### src/rtl/mano_dr_seq_unit_pkg.sv
// Shared constants for the Mano basic-computer control slice:
// opcode numbers, T-step indices and the default DR load mask.
package mano_pkg;

    // Memory-reference opcodes (IR[14:12]); 7 selects register/IO.
    localparam logic [2:0] OPC_AND    = 3'd0;
    localparam logic [2:0] OPC_ADD    = 3'd1;
    localparam logic [2:0] OPC_LDA    = 3'd2;
    localparam logic [2:0] OPC_STA    = 3'd3;
    localparam logic [2:0] OPC_BUN    = 3'd4;
    localparam logic [2:0] OPC_BSA    = 3'd5;
    localparam logic [2:0] OPC_ISZ    = 3'd6;
    localparam logic [2:0] OPC_REG_IO = 3'd7;

    // Timing-step indices into t_out.
    localparam int T_FETCH0 = 0;
    localparam int T_FETCH1 = 1;
    localparam int T_DECODE = 2;
    localparam int T_EXEC3  = 3;
    localparam int T_EXEC4  = 4;
    localparam int T_EXEC5  = 5;

    // AND, ADD, LDA and ISZ bring the memory operand into DR at T4.
    localparam logic [7:0] LD_MASK_DFLT = 8'b0100_0111;

    // One-hot decode of an opcode into D0..D7.
    function automatic logic [7:0] opc_decode(input logic [2:0] opc);
        logic [7:0] d;
        d      = '0;
        d[opc] = 1'b1;
        return d;
    endfunction

endpackage

### src/rtl/mano_dr_seq_unit_if.sv
// Control/bus bundle between the control unit (master) and the DR
// sequencing unit (slave).
interface mano_dr_seq_unit_if #(
    parameter int WIDTH   = 16,
    parameter int SC_BITS = 4
);
    localparam int NUM_T = 2 ** SC_BITS;

    logic             run;
    logic             sc_clr;
    logic [2:0]       opcode;
    logic             dr_clr;
    logic [WIDTH-1:0] bus_in;
    logic [NUM_T-1:0] t_out;
    logic [7:0]       d_out;
    logic             dr_ld;
    logic             dr_inc;
    logic [WIDTH-1:0] dr_q;
    logic             dr_zero;

    modport master (
        output run, sc_clr, opcode, dr_clr, bus_in,
        input  t_out, d_out, dr_ld, dr_inc, dr_q, dr_zero
    );

    modport slave (
        input  run, sc_clr, opcode, dr_clr, bus_in,
        output t_out, d_out, dr_ld, dr_inc, dr_q, dr_zero
    );
endinterface

### src/rtl/mano_dr_seq_unit_seq_counter.sv
// Instruction sequence counter SC with one-hot T-signal decode.
module mano_seq_counter #(
    parameter int SC_BITS = 4,
    localparam int NUM_T  = 2 ** SC_BITS
) (
    input  logic             clk,
    input  logic             rst,
    input  logic             run,
    input  logic             sc_clr,
    output logic [NUM_T-1:0] t_out
);

    logic [SC_BITS-1:0] sc;

    // SC: reset, then end-of-instruction clear, then advance while running.
    // Wrap from NUM_T-1 back to 0 is the natural modulo roll-over.
    always_ff @(posedge clk) begin
        if (rst)
            sc <= '0;
        else if (sc_clr)
            sc <= '0;
        else if (run)
            sc <= sc + 1'b1;
    end

    // One-hot decode: exactly one T bit is set at all times.
    always_comb begin
        t_out     = '0;
        t_out[sc] = 1'b1;
    end

endmodule

### src/rtl/mano_dr_seq_unit.sv
// DR unit: sequence counter, opcode decode and the data register with
// load (T4, masked by opcode), ISZ increment (T5) and clear.
module mano_dr_seq_unit
    import mano_pkg::*;
#(
    parameter int         WIDTH   = 16,
    parameter int         SC_BITS = 4,
    parameter logic [7:0] LD_MASK = LD_MASK_DFLT,
    parameter int         INC_OPC = int'(OPC_ISZ)
) (
    input  logic                clk,
    input  logic                rst,
    mano_dr_seq_unit_if.slave   dr_if
);

    localparam int NUM_T = 2 ** SC_BITS;

    logic [NUM_T-1:0] t_vec;
    logic [7:0]       d_vec;
    logic             ld;
    logic             inc;
    logic [WIDTH-1:0] dr;

    mano_seq_counter #(
        .SC_BITS (SC_BITS)
    ) u_sc (
        .clk    (clk),
        .rst    (rst),
        .run    (dr_if.run),
        .sc_clr (dr_if.sc_clr),
        .t_out  (t_vec)
    );

    // Opcode decode and DR control strobes; run gates both so a halted
    // machine never disturbs DR except through an explicit clear.
    always_comb begin
        d_vec = opc_decode(dr_if.opcode);
        ld    = dr_if.run & t_vec[T_EXEC4] & (|(d_vec & LD_MASK));
        inc   = dr_if.run & t_vec[T_EXEC5] & d_vec[INC_OPC];
    end

    // DR: clear beats load, load beats increment (covers any mask/INC_OPC
    // overlap), increment wraps modulo 2**WIDTH.
    always_ff @(posedge clk) begin
        if (rst)
            dr <= '0;
        else if (dr_if.dr_clr)
            dr <= '0;
        else if (ld)
            dr <= dr_if.bus_in;
        else if (inc)
            dr <= dr + 1'b1;
    end

    assign dr_if.t_out   = t_vec;
    assign dr_if.d_out   = d_vec;
    assign dr_if.dr_ld   = ld;
    assign dr_if.dr_inc  = inc;
    assign dr_if.dr_q    = dr;
    assign dr_if.dr_zero = (dr == '0);

endmodule
### src/flat_wrapper.sv
// flat-port wrapper written by rule: the top's interface ports become plain ports
module mano_dr_seq_unit_flat import mano_pkg::*;
#(
    parameter int         WIDTH   = 16,
    parameter int         SC_BITS = 4,
    parameter logic [7:0] LD_MASK = LD_MASK_DFLT,
    parameter int         INC_OPC = int'(OPC_ISZ)
)
  (clk, rst, dr_if_run, dr_if_sc_clr, dr_if_opcode, dr_if_dr_clr, dr_if_bus_in, dr_if_t_out, dr_if_d_out, dr_if_dr_ld, dr_if_dr_inc, dr_if_dr_q, dr_if_dr_zero);
  mano_dr_seq_unit_if #(.WIDTH(WIDTH), .SC_BITS(SC_BITS)) dr_if_i ();
  input  logic clk;
  input  logic rst;
  input wire logic [$bits(dr_if_i.run)-1:0] dr_if_run;
  input wire logic [$bits(dr_if_i.sc_clr)-1:0] dr_if_sc_clr;
  input wire logic [$bits(dr_if_i.opcode)-1:0] dr_if_opcode;
  input wire logic [$bits(dr_if_i.dr_clr)-1:0] dr_if_dr_clr;
  input wire logic [$bits(dr_if_i.bus_in)-1:0] dr_if_bus_in;
  output wire logic [$bits(dr_if_i.t_out)-1:0] dr_if_t_out;
  output wire logic [$bits(dr_if_i.d_out)-1:0] dr_if_d_out;
  output wire logic [$bits(dr_if_i.dr_ld)-1:0] dr_if_dr_ld;
  output wire logic [$bits(dr_if_i.dr_inc)-1:0] dr_if_dr_inc;
  output wire logic [$bits(dr_if_i.dr_q)-1:0] dr_if_dr_q;
  output wire logic [$bits(dr_if_i.dr_zero)-1:0] dr_if_dr_zero;
  assign dr_if_i.run = dr_if_run;
  assign dr_if_i.sc_clr = dr_if_sc_clr;
  assign dr_if_i.opcode = dr_if_opcode;
  assign dr_if_i.dr_clr = dr_if_dr_clr;
  assign dr_if_i.bus_in = dr_if_bus_in;
  assign dr_if_t_out = dr_if_i.t_out;
  assign dr_if_d_out = dr_if_i.d_out;
  assign dr_if_dr_ld = dr_if_i.dr_ld;
  assign dr_if_dr_inc = dr_if_i.dr_inc;
  assign dr_if_dr_q = dr_if_i.dr_q;
  assign dr_if_dr_zero = dr_if_i.dr_zero;
  mano_dr_seq_unit #(.WIDTH(WIDTH), .SC_BITS(SC_BITS), .LD_MASK(LD_MASK), .INC_OPC(INC_OPC)) u_core (.clk(clk), .rst(rst), .dr_if(dr_if_i));
endmodule
### config.mk
export PLATFORM = sky130hd
export DESIGN_NAME = mano_dr_seq_unit_flat
export DESIGN_NICKNAME = d
export VERILOG_FILES = /design/src/rtl/mano_dr_seq_unit_pkg.sv /design/src/rtl/mano_dr_seq_unit_if.sv /design/src/rtl/mano_dr_seq_unit_seq_counter.sv /design/src/rtl/mano_dr_seq_unit.sv /design/src/flat_wrapper.sv
export SDC_FILE = /design/constraint.sdc
export NUM_CORES = 1
export LEC_CHECK = 0
export CAP_MARGIN = 20
export CORE_MARGIN = 1.5
export CORE_UTILIZATION = 60
export CTS_CLUSTER_SIZE = 24
export DETAILED_ROUTE_END_ITERATION = 12
export DONT_BUFFER_PORTS = 1
export HOLD_SLACK_MARGIN = 0.03
export PLACE_DENSITY = 0.76
export SLEW_MARGIN = 20
export SYNTH_ARGS = -nofsm -noshare
export SYNTH_HDL_FRONTEND = slang
export SYNTH_SLANG_ARGS = --single-unit
### constraint.sdc
create_clock -name clk -period 2.83 [get_ports clk]
set_input_delay 0.7075 -clock clk [delete_from_list [all_inputs] [get_ports clk]]
set_output_delay 0.7075 -clock clk [all_outputs]
set_load 0.01 [all_outputs]
==> run summary, run 1 <==
status - complete, no violations
Post-CTS Hold Fix Bufs - 0
Reg clk slew, reported paths - 110 ps
most frequent cells in the layout - dfxtp_1 (20), o21ai_0 (14), a21oi_1 (13)
CP endpoint - dr_if_dr_inc
hold crit path type - input port to register
clk_lat worst skew - 310 ps
post-route cell area - 1450 um2
Final ANT Viol Nets - 0
Detailed Routing Iterations Pass 1 - 4
Max-cap violations - 0
worst path cell trace - and3b_1, nand3_1, inv_2
Mapped Cells - 168
Post-Syn Area - 1410 um2
Yosys cell types - 36
crit path DAT - 1520 ps
hpwl dp - 2160 um
# diodes - 0
Crit path max-delay family - flip-flops
Setup Skew - 5.24 ps
Worst-Margin Slew - 785 ps
post-synth top area share - 28.3%
CTS Buffer Depth - 2
Min Hold Slack - 451 ps
Synth area leader - dfxtp_1
CP Capture Type - output port
number of buffers added on ports - 0
Crit. Startpoint - u_core.u_sc.sc[2]$_SDFFE_PP0P_
nets@finish - 195
wirelength, routed - 2890 um
main combinational cell family by area after synthesis - simple AND/OR/NAND/NOR gates
post-CTS resize count - 0
RR Startpoint - u_core.u_sc.sc[0]$_SDFFE_PP0P_
fin. max-slew vios - 0
share of cells above drive strength 1 - 8.54%
Critical-path top delay cell - dfxtp_1
Post-Synth Simple-Gate Area - 35.9%
P_leak - 0.547 nW
post-layout power - 0.553 mW
kind of start point of the critical path - register
worst endpoint required time - 2120 ps
Row Count - 17
Vias - 1170
Die Width - 51.5 um
RR Endpoint - u_core.dr_if.dr_q[12]$_SDFFE_PP0P_
XOR/XNOR share of the synthesized area - 10.5%
post-synthesis mux area share - 1.42%
cell depth of the worst setup path - 3
reg2reg path depth - 6
Initial DRC Count - 24
CTS tree - built
Die ar. - 2660 um2
CP Buf/Inv Count - 1
setup TNS - 0 ps
#FFs+latches synth - 20
beginning of the worst hold path - rst
CTS buffer count - 3
Min Clock Period, post-route - 2230 ps
CTS Sinks - 20
FF-to-FF setup slack - 860 ps
Peak VDD IR - 0.334 mV
Hold Violations, Final - 0
CP Max Fanout - 11
synth top area cells - dfxtp_1 (28%), xor2_1 (6.8%), and2_1 (5.3%)
vias per inst - 6.09
initial antenna violation count - 0
placed inst area - 1400 um2
gpl congestion - 0.751
core area - 2210 um2
Compound-Gate Fraction of Synth Area - 12.3%
part of the cycle the worst path needs - 78.8%
Vert. Die Dim - 51.5 um
Cell Pwr Density - 382 nW/um2
worst setup path class - register to output port
vias in the first global route - 1008
Max stage delay on crit path - 560 ps
# DRC - 0
drt wl/cell - 15.1 um
adder and majority cell fraction of the synthesized area - 5.31%
Avg Cell Area, Syn - 8.42 um2
initial core utilization - 63.9%
commonest non-fill, non-tap cell in the layout - dfxtp_1
Total GRT Usage - 22.0%
unrepaired setup endpoints after global routing - no
register area share after synthesis - 28.3%
largest net degree at the start of global routing - 28
# IOs - 67
H-Tree Depth - 1
global route total overflow - 0
area growth from synthesis to layout - 2.39%
Final Setup Violations - 0
first-pass GRT wire length - 4420 um
Highest Clock Rate - 0.449 GHz
post-synth net total - 198
Synth warnings - 0
Slew HR - 47.5%
postcts setup bufs - 0
Root Driver - clkbuf_4
==> worst min path at each step <==
stage | depth (start not counted) | to
detailed placement | 2 | u_core.dr_if.dr_q[12]$_SDFFE_PP0P_
global route | 1 | u_core.u_sc.sc[3]$_SDFFE_PP0P_
CTS | 1 | u_core.dr_if.dr_q[0]$_SDFFE_PP0P_
floorplan | 2 | u_core.dr_if.dr_q[12]$_SDFFE_PP0P_
finish | 1 | u_core.dr_if.dr_q[0]$_SDFFE_PP0P_
global placement | 2 | u_core.dr_if.dr_q[12]$_SDFFE_PP0P_
==> registers in the layout (all words and copies together) (netlist names) <==
signal,cells
u_core.u_sc.sc,4
u_core.dr_if.dr_q,16
==> worst register-to-register path, stage by stage (launching register included) <==
cell,delay [ps]
dfxtp_1,430
ha_1,320
nand4b_4,170
nor4_2,330
or3b_1,380
a21o_1,170
a21boi_2,120
==> cell families after synthesis <==
family,count (synthesis)
simple gates,76
compound gates,31
flops,20
xor+xnor,17
buf+inv,16
fa+ha+maj,6
mux,2
==> cell usage after synthesis <==
library cell,instances
dfxtp_1,20
o21ai_0,14
a21oi_1,13
and2_1,12
xor2_1,11
nand2_1,9
nor3_1,8
nand3_1,7
nor2_1,7
and3_1,6
ha_1,6
inv_1,6
xnor2_1,6
nand4_1,5
and3b_1,3
buf_4,3
clkbuf_1,3
nor3b_1,3
nor4_2,3
a2111oi_1,2
and4_1,2
buf_6,2
mux2i_1,2
nor2b_1,2
nor4_1,2
a21boi_2,1
a21o_1,1
and3_4,1
buf_2,1
inv_2,1
nand2b_1,1
nand3b_4,1
nand4_4,1
nand4b_4,1
nor4b_1,1
or3b_1,1
==> through the flow <==
step	utilization, %	instances	setup slack (ps)
floorplan	-	168	326
global placement	63.1	188	760
detailed placement	63.1	188	743
CTS	65.4	192	598
global route	65.4	192	478
finish	65.4	192	601
==> per-layer routing <==
metal	track usage [%]	part of all wire, %	vias up
li1	-	-	588
met2	35.7	46	39
met3	9.48	8.6	5
met5	0	0	-
met1	26.8	44	538
met4	5.26	0.83	0
==> where the power goes <==
group,switching (mW),internal [mW],leakage (nW)
logic,0.0171,0.0132,0.358
clock network,0.0958,0.143,0.0279
registers,0.00144,0.282,0.161
total,0.114,0.439,0.547
==> layout make-up <==
class / count / area [um2]
multi-input combinational: 132 / 926
tap: 28 / 35.0
inverter: 7 / 26.3
clock buffer: 3 / 22.5
clock inverter: 1 / 30.0
timing repair buffer: 1 / 7.51
fill: 193 / 764
sequential: 20 / 400
Note: power is estimated with default switching activity, not from simulation.
==> inputs of run 2 (changes only) <==
- CORE_UTILIZATION: 60 -> 56
- PLACE_DENSITY: 0.76 -> 0.74
- clock period: 2.83 -> 1.8 ns (I/O delays scaled with it)
==> run 2 against run 1 <==
  * Combinational power up 130%
  * Clock skew is 3.5 ps higher
  * First-iteration DRC count down 54%
  * Clock-buffer cell count did not move
  * Critical path depth increased by 2
  * Hold slack got worse by 260 ps
  * Critical endpoint is now u_core.dr_if.dr_q[12]$_SDFFE_PP0P_
  * Largest cell class unchanged
==> run summary, run 2 (same netlist as run 1, synthesis figures left out) <==
status - complete, no violations
wirelength, routed - 3560 um (+23%)
kind of start point of the critical path - register
vias per inst - 6.09 (-0.14%)
drt wl/cell - 16.9 um (+12%)
gpl congestion - 0.778 (+3.6%)
Die ar. - 2840 um2 (+6.7%)
Vias - 1284 (+9.7%)
Critical-path top delay cell - dfxtp_1
Hold Violations, Final - 0 (unchanged)
first-pass GRT wire length - 5090 um (+15%)
hpwl dp - 2520 um (+17%)
Crit path max-delay family - simple AND/OR/NAND/NOR gates
beginning of the worst hold path - dr_if_sc_clr
CP Capture Type - register
number of buffers added on ports - 0 (unchanged)
CTS buffer count - 3 (unchanged)
Post-CTS Hold Fix Bufs - 0 (unchanged)
CTS tree - built
Highest Clock Rate - 0.562 GHz
RR Startpoint - u_core.dr_if.dr_q[5]$_SDFFE_PP0P_
# IOs - 67 (unchanged)
Hold Path Depth - 1 (unchanged)
Max-cap violations - 0 (unchanged)
clk_lat worst skew - 300 ps (about the same)
global route total overflow - 0 (unchanged)
fin util - 70.9% (+5.4 points)
Peak VDD IR - 0.323 mV (-3.3%)
initial antenna violation count - 0 (unchanged)
fin. max-slew vios - 0 (unchanged)
Worst-Margin Slew - 414 ps (-371 ps)
CP Buf/Inv Count - 0 (-1)
H-Tree Depth - 1 (unchanged)
Cell Pwr Density - 424 nW/um2 (+11%)
Final ANT Viol Nets - 0 (unchanged)
Final Non-Filler Cells - 211 (+9.9%)
Detailed Routing Iterations Pass 1 - 4 (unchanged)
number of flip-flops under the largest register name - 16 (unchanged)
placed inst area - 1510 um2 (+8.4%)
most frequent cells in the layout - buf_4 (18), o21ai_0 (14), a21oi_1 (13)
worst setup path class - register to register
largest net degree at the start of global routing - 15 (-46%)
initial core utilization - 58.1% (-5.8 points)
Die Width - 53.2 um (+3.3%)
crit path DAT - 2020 ps (+500 ps)
share of cells above drive strength 1 - 32.6% (+24 points)
reg2reg path depth - 5 (-1)
FF-to-FF setup slack - 20 ps (-840 ps)
area growth from synthesis to layout - 21.9%
Min Clock Period, post-route - 1780 ps
post-route cell area - 1720 um2 (+19%)
Root Driver - clkbuf_4
core area - 2430 um2 (+10%)
# DRC - 0 (unchanged)
post-layout power - 0.732 mW (+32%)
vias in the first global route - 1221 (+21%)
dpl cells - 205 (+9.0%)
nets@finish - 213 (+9.2%)
unrepaired setup endpoints after global routing - yes
Slew HR - 72.2% (+25 points)
Final Setup Violations - 0 (unchanged)
worst endpoint required time - 2040 ps (-80 ps)
fillers - 191 (-1.0%)
part of the cycle the worst path needs - 98.9%
Row Count - 18 (+1)
Hold Path End - u_core.u_sc.sc[2]$_SDFFE_PP0P_
CTS Sinks - 20 (unchanged)
Setup Skew - 8.70 ps (+3.46 ps)
Total GRT Usage - 23.9% (+1.9 points)
CTS Buffer Depth - 2 (unchanged)
commonest non-fill, non-tap cell in the layout - buf_4
# diodes - 0 (unchanged)
Reg clk slew, reported paths - 120 ps (about the same)
RR Endpoint - u_core.dr_if.dr_q[12]$_SDFFE_PP0P_
Initial DRC Count - 11 (-54%)
CP Max Fanout - 4 (-7)
Vert. Die Dim - 53.2 um (+3.3%)
Max stage delay on crit path - 480 ps (-80 ps)
P_leak - 0.692 nW (+26%)
worst path cell trace - nand4_4, nor4_4, or3b_1, a21o_1, a21boi_2
hold crit path type - input port to register
==> run 2: cell count changes in the layout (fill, tap and decap cells not counted), sizes merged <==
cell    change
bufinv      -1
buf        +18
==> run 2: how the worst max path moves through the flow <==
stage                                                  from                                 end  slack, ps  cells after the start
after floorplan                             dr_if_opcode[1]                         dr_if_dr_ld          4                      7
after global placement       u_core.u_sc.sc[1]$_SDFFE_PP0P_  u_core.dr_if.dr_q[12]$_SDFFE_PP0P_        100                      7
after detailed placement     u_core.u_sc.sc[1]$_SDFFE_PP0P_  u_core.dr_if.dr_q[12]$_SDFFE_PP0P_        -40                      7
after CTS                 u_core.dr_if.dr_q[1]$_SDFFE_PP0P_  u_core.dr_if.dr_q[12]$_SDFFE_PP0P_          2                      6
after global routing         u_core.u_sc.sc[0]$_SDFFE_PP0P_                         dr_if_dr_ld        -30                      6
final                     u_core.dr_if.dr_q[5]$_SDFFE_PP0P_  u_core.dr_if.dr_q[12]$_SDFFE_PP0P_         20                      5
==> run 2: worst reg2reg max path: stages, from the launching register on <==
cell and delay [ps]:
dfxtp_1 480, nand4_4 210, nor4_4 320, or3b_1 390, a21o_1 180, a21boi_2 130
==> run 2: layout make-up <==
type | instances | area (um2) | area share (%)
clock buffers | 3 | 22.5 | 1.31
inverters | 7 | 38.8 | 2.25
multi-input cells | 132 | 1060 | 61.5
flip-flops and latches | 20 | 418 | 24.2
well taps | 30 | 37.5 | 2.18
repair buffers | 19 | 146 | 8.49
==> run 2: metal layers <==
metal / track usage (%) / wire length (um) / vias to the layer above
li1: - / - / 624
met1: 24.9 / 1340 / 614
met2: 46.7 / 1980 / 42
met3: 4.24 / 199 / 4
met4: 8.12 / 40 / 0
met5: 0 / 0 / -
==> run 2: stage by stage <==
stage,setup slack (ps),TNS [ps],hold slack (ps)
CTS,1.87,0,196
floorplan,4.48,0,524
global placement,97.5,0,528
finish,19.8,0,191
detailed placement,-42.3,-42.3,530
global route,-29.5,-90.3,186
==> run 2: timing repair <==
action	in CTS	in global routing
setup buffers	2	1
endpoints found under the setup margin	4	13
pin swaps	4	4
gates resized for setup	21	24
==> run 2: power breakdown <==
part           internal [mW]  leakage [nW]  switching (mW)  total (mW)
registers              0.441         0.167         0.00209       0.443
clock network         0.0781        0.0138           0.140       0.218
logic                 0.0342         0.511          0.0366      0.0707
total                  0.553         0.692           0.179       0.732
==> inputs of run 3 (changes only) <==
- SYNTH_HIERARCHICAL: default -> 1
==> run 3 against run 2 <==
  * Area after synthesis increased by 3.4%
  * Critical path depth fell by 1
  * Clock-buffer cell count did not move
==> run summary, run 3 <==
status - complete, no violations
Synth area leader - dfxtp_1
most frequent cells in the layout - buf_4 (17), nor2_1 (16), a21oi_1 (14)
CTS buffer count - 3 (unchanged)
Final ANT Viol Nets - 0 (unchanged)
Power Internal - 0.689 mW (+25%)
number of buffers added on ports - 0 (unchanged)
worst path cell trace - inv_4, ha_4, nor4b_4, and4_4
initial antenna violation count - 0 (unchanged)
Mapped Cells - 168 (unchanged)
Vert. Die Dim - 54.1 um (+1.6%)
crit path DAT - 1340 ps (-680 ps)
nets@finish - 216 (+1.4%)
unrepaired setup endpoints after global routing - yes
Critical-path top delay cell - dfxtp_4
part of the cycle the worst path needs - 99.4% (+0.45 points)
number of flip-flops under the largest register name - 16 (unchanged)
# DRC - 0 (unchanged)
main combinational cell family by area after synthesis - simple AND/OR/NAND/NOR gates
# IOs - 67 (unchanged)
CTS tree - built
Logic pwr share - 6.4% (-3.3 points)
H-Tree Depth - 1 (unchanged)
adder and majority cell fraction of the synthesized area - 6.85% (+1.5 points)
total net switching power - 0.189 mW (+5.8%)
#FFs+latches synth - 20 (unchanged)
Min Clock Period, post-route - 1790 ps (+8.09 ps)
switch share - 21.5% (-2.9 points)
RR Startpoint - u_core/dr_if.dr_q[0]$_SDFFE_PP0P_
beginning of the worst hold path - dr_if_dr_clr
commonest non-fill, non-tap cell in the layout - buf_4
post-synthesis mux area share - 1.46% (+0.040 points)
EDFF count, synth - 0 (unchanged)
Setup Skew - 14.2 ps (+5.47 ps)
Peak VDD IR - 0.409 mV (+27%)
asr flop ratio synth - 0% (unchanged)
Flop pwr share - 50.5% (-10 points)
largest net degree at the start of global routing - 19 (+4)
Post-CTS Hold Fix Bufs - 0 (unchanged)
share of cells above drive strength 1 - 32.8% (+0.19 points)
Total GRT Usage - 24.8% (+0.95 points)
fillers - 194 (+1.6%)
core area - 2480 um2 (+1.9%)
CTS Buffer Depth - 2 (unchanged)
gpl congestion - 0.819 (+5.3%)
drt wl/cell - 17.4 um (+3.0%)
initial core utilization - 59.0% (+0.86 points)
post-route cell area - 1760 um2 (+2.2%)
# diodes - 0 (unchanged)
vias in the first global route - 1129 (-7.5%)
register area share after synthesis - 27.4% (-0.92 points)
Worst-Margin Slew - 395 ps (-19.4 ps)
Vias - 1271 (-1.0%)
Initial DRC Count - 15 (+4)
hpwl dp - 2700 um (+7.0%)
worst endpoint required time - 1350 ps (-690 ps)
Row Count - 18 (unchanged)
kind of start point of the critical path - register
WL met1 - 1460 um (+8.7%)
synth top area cells - dfxtp_1 (27%), ha_1 (6.8%), and2_1 (5.6%)
Reg clk slew, reported paths - 120 ps (about the same)
Max-cap violations - 0 (unchanged)
setup TNS - 0 ps (unchanged)
Root Driver - clkbuf_4
Max stage delay on crit path - 390 ps (-90 ps)
Min Hold Slack - 192 ps (+0.620 ps)
clock power share - 43.1% (+13 points)
clk_lat worst skew - 310 ps (about the same)
CTS Sinks - 20 (unchanged)
most frequent cell after synthesis - dfxtp_1
fin util - 71.2% (+0.28 points)
global route total overflow - 0 (unchanged)
Top FF cell, synth - dfxtp_1
CP Capture Type - output port
area growth from synthesis to layout - 20.6%
worst setup path class - register to output port
Synth warnings - 6 (+6)
Yosys cell types - 43 (+19%)
first-pass GRT wire length - 5200 um (+2.2%)
post-synth top area share - 27.4% (-0.92 points)
met2 WL - 1950 um (-1.8%)
wirelength, routed - 3700 um (+3.9%)
Hold Violations, Final - 0 (unchanged)
met3 wire length - 263 um (+32%)
Highest Clock Rate - 0.559 GHz (-0.45%)
Crit. Startpoint - u_core/dr_if.dr_q[1]$_SDFFE_PP0P_
Post-Synth Simple-Gate Area - 35.0% (-0.91 points)
Top Layer Used - met4
P_leak - 0.663 nW (-4.3%)
XOR/XNOR share of the synthesized area - 9.59% (-0.94 points)
Cell Pwr Density - 498 nW/um2 (+17%)
Detailed Routing Iterations Pass 1 - 4 (unchanged)
post-synth net total - 200 (+1.0%)
Final Setup Violations - 0 (unchanged)
Die Width - 54.1 um (+1.6%)
vias per inst - 5.97 (-1.9%)
fin. max-slew vios - 0 (unchanged)
top cells by count, synth - dfxtp_1 (20), nor2_1 (16), a21oi_1 (14), and2_1 (13), o21ai_0 (13)
Slew HR - 73.6% (+1.4 points)
Die ar. - 2930 um2 (+3.2%)
Compound-Gate Fraction of Synth Area - 15.5% (+3.2 points)
hold crit path type - input port to register
Post-Syn Area - 1460 um2 (+3.4%)
placed inst area - 1570 um2 (+4.0%)
Avg Cell Area, Syn - 8.70 um2 (+3.4%)
CP Max Fanout - 4 (unchanged)
## run 3: changes by cell type after synthesis, sizes merged, moves of 2 or more
cell / change
and3b: -3
xor2: -3
nor2: +10
nor3: -4
a21oi: +2
ha: +2
nand2: -4
xnor2: +2
nor4: -3
clkbuf: -2
## run 3: critical path: cells and delay by family (launching register included)
family                     cells  cell delay (ps)
buffers and inverters          1               60
adders and majority gates      1              120
DFF                            1              390
and+or+nand+nor                2              460
## run 3: worst paths after layout
path                                        endpoint  cells after the start  slack [ps]
hold / removal     u_core/dr_if.dr_q[1]$_SDFFE_PP0P_                      1         190
setup reg to reg  u_core/dr_if.dr_q[12]$_SDFFE_PP0P_                      7         100
hold reg to reg   u_core/dr_if.dr_q[11]$_SDFFE_PP0P_                      2         660
setup / recovery                       dr_if_dr_zero                      4          10
## run 3: layout make-up
type	count	area, um2	area share (%)
multi-input combinational	136	1100	62.5
sequential	20	417	23.6
timing repair buffer	17	128	7.24
tap	30	37.5	2.13
clock inverter	1	30.0	1.70
inverter	6	27.5	1.56
clock buffer	3	22.5	1.28
## run 3: logic make-up (layout without fill, tap and decap cells)
| logic type | after synthesis | count (layout) |
|---|---|---|
| simple gates | 77 | 77 |
| compound gates | 33 | 33 |
| flops | 20 | 20 |
| xor+xnor | 16 | 16 |
| buf+inv | 12 | 27 |
| fa+ha+maj | 8 | 8 |
| mux | 2 | 2 |
## run 3: layer usage
metal  global-route usage, %  vias up
met1                    29.9      595
met5                       0        -
met4                    9.58        0
met2                    42.1       43
met3                    6.39        6
li1                        -      627
## run 3: what timing repair did
item / CTS / global route
buffers inserted: 1 / 3
pin swaps: 4 / 3
gates cloned: 0 / 0
setup endpoints to repair: 5 / 6
gates resized for setup: 19 / 13
## run 3: power groups by stage
stage / Clock (mW) / Combinational, mW / Sequential [mW]
floorplan: 0 / 0.0467 / 0.456
global placement: 0 / 0.0496 / 0.455
detailed placement: 0 / 0.0507 / 0.456
CTS: 0.387 / 0.0516 / 0.445
global route: 0.401 / 0.0625 / 0.444
finish: 0.379 / 0.0559 / 0.443
## run 3: through the flow
step	power (mW)	cells	setup WS, ps
3_5_place_dp	0.506	205	60.9
4_1_cts	0.883	210	-4.84
6_report	0.878	213	11.7
3_3_place_gp	0.505	205	131
2_1_floorplan	0.503	168	-7.44
5_1_grt	0.908	213	-38.8
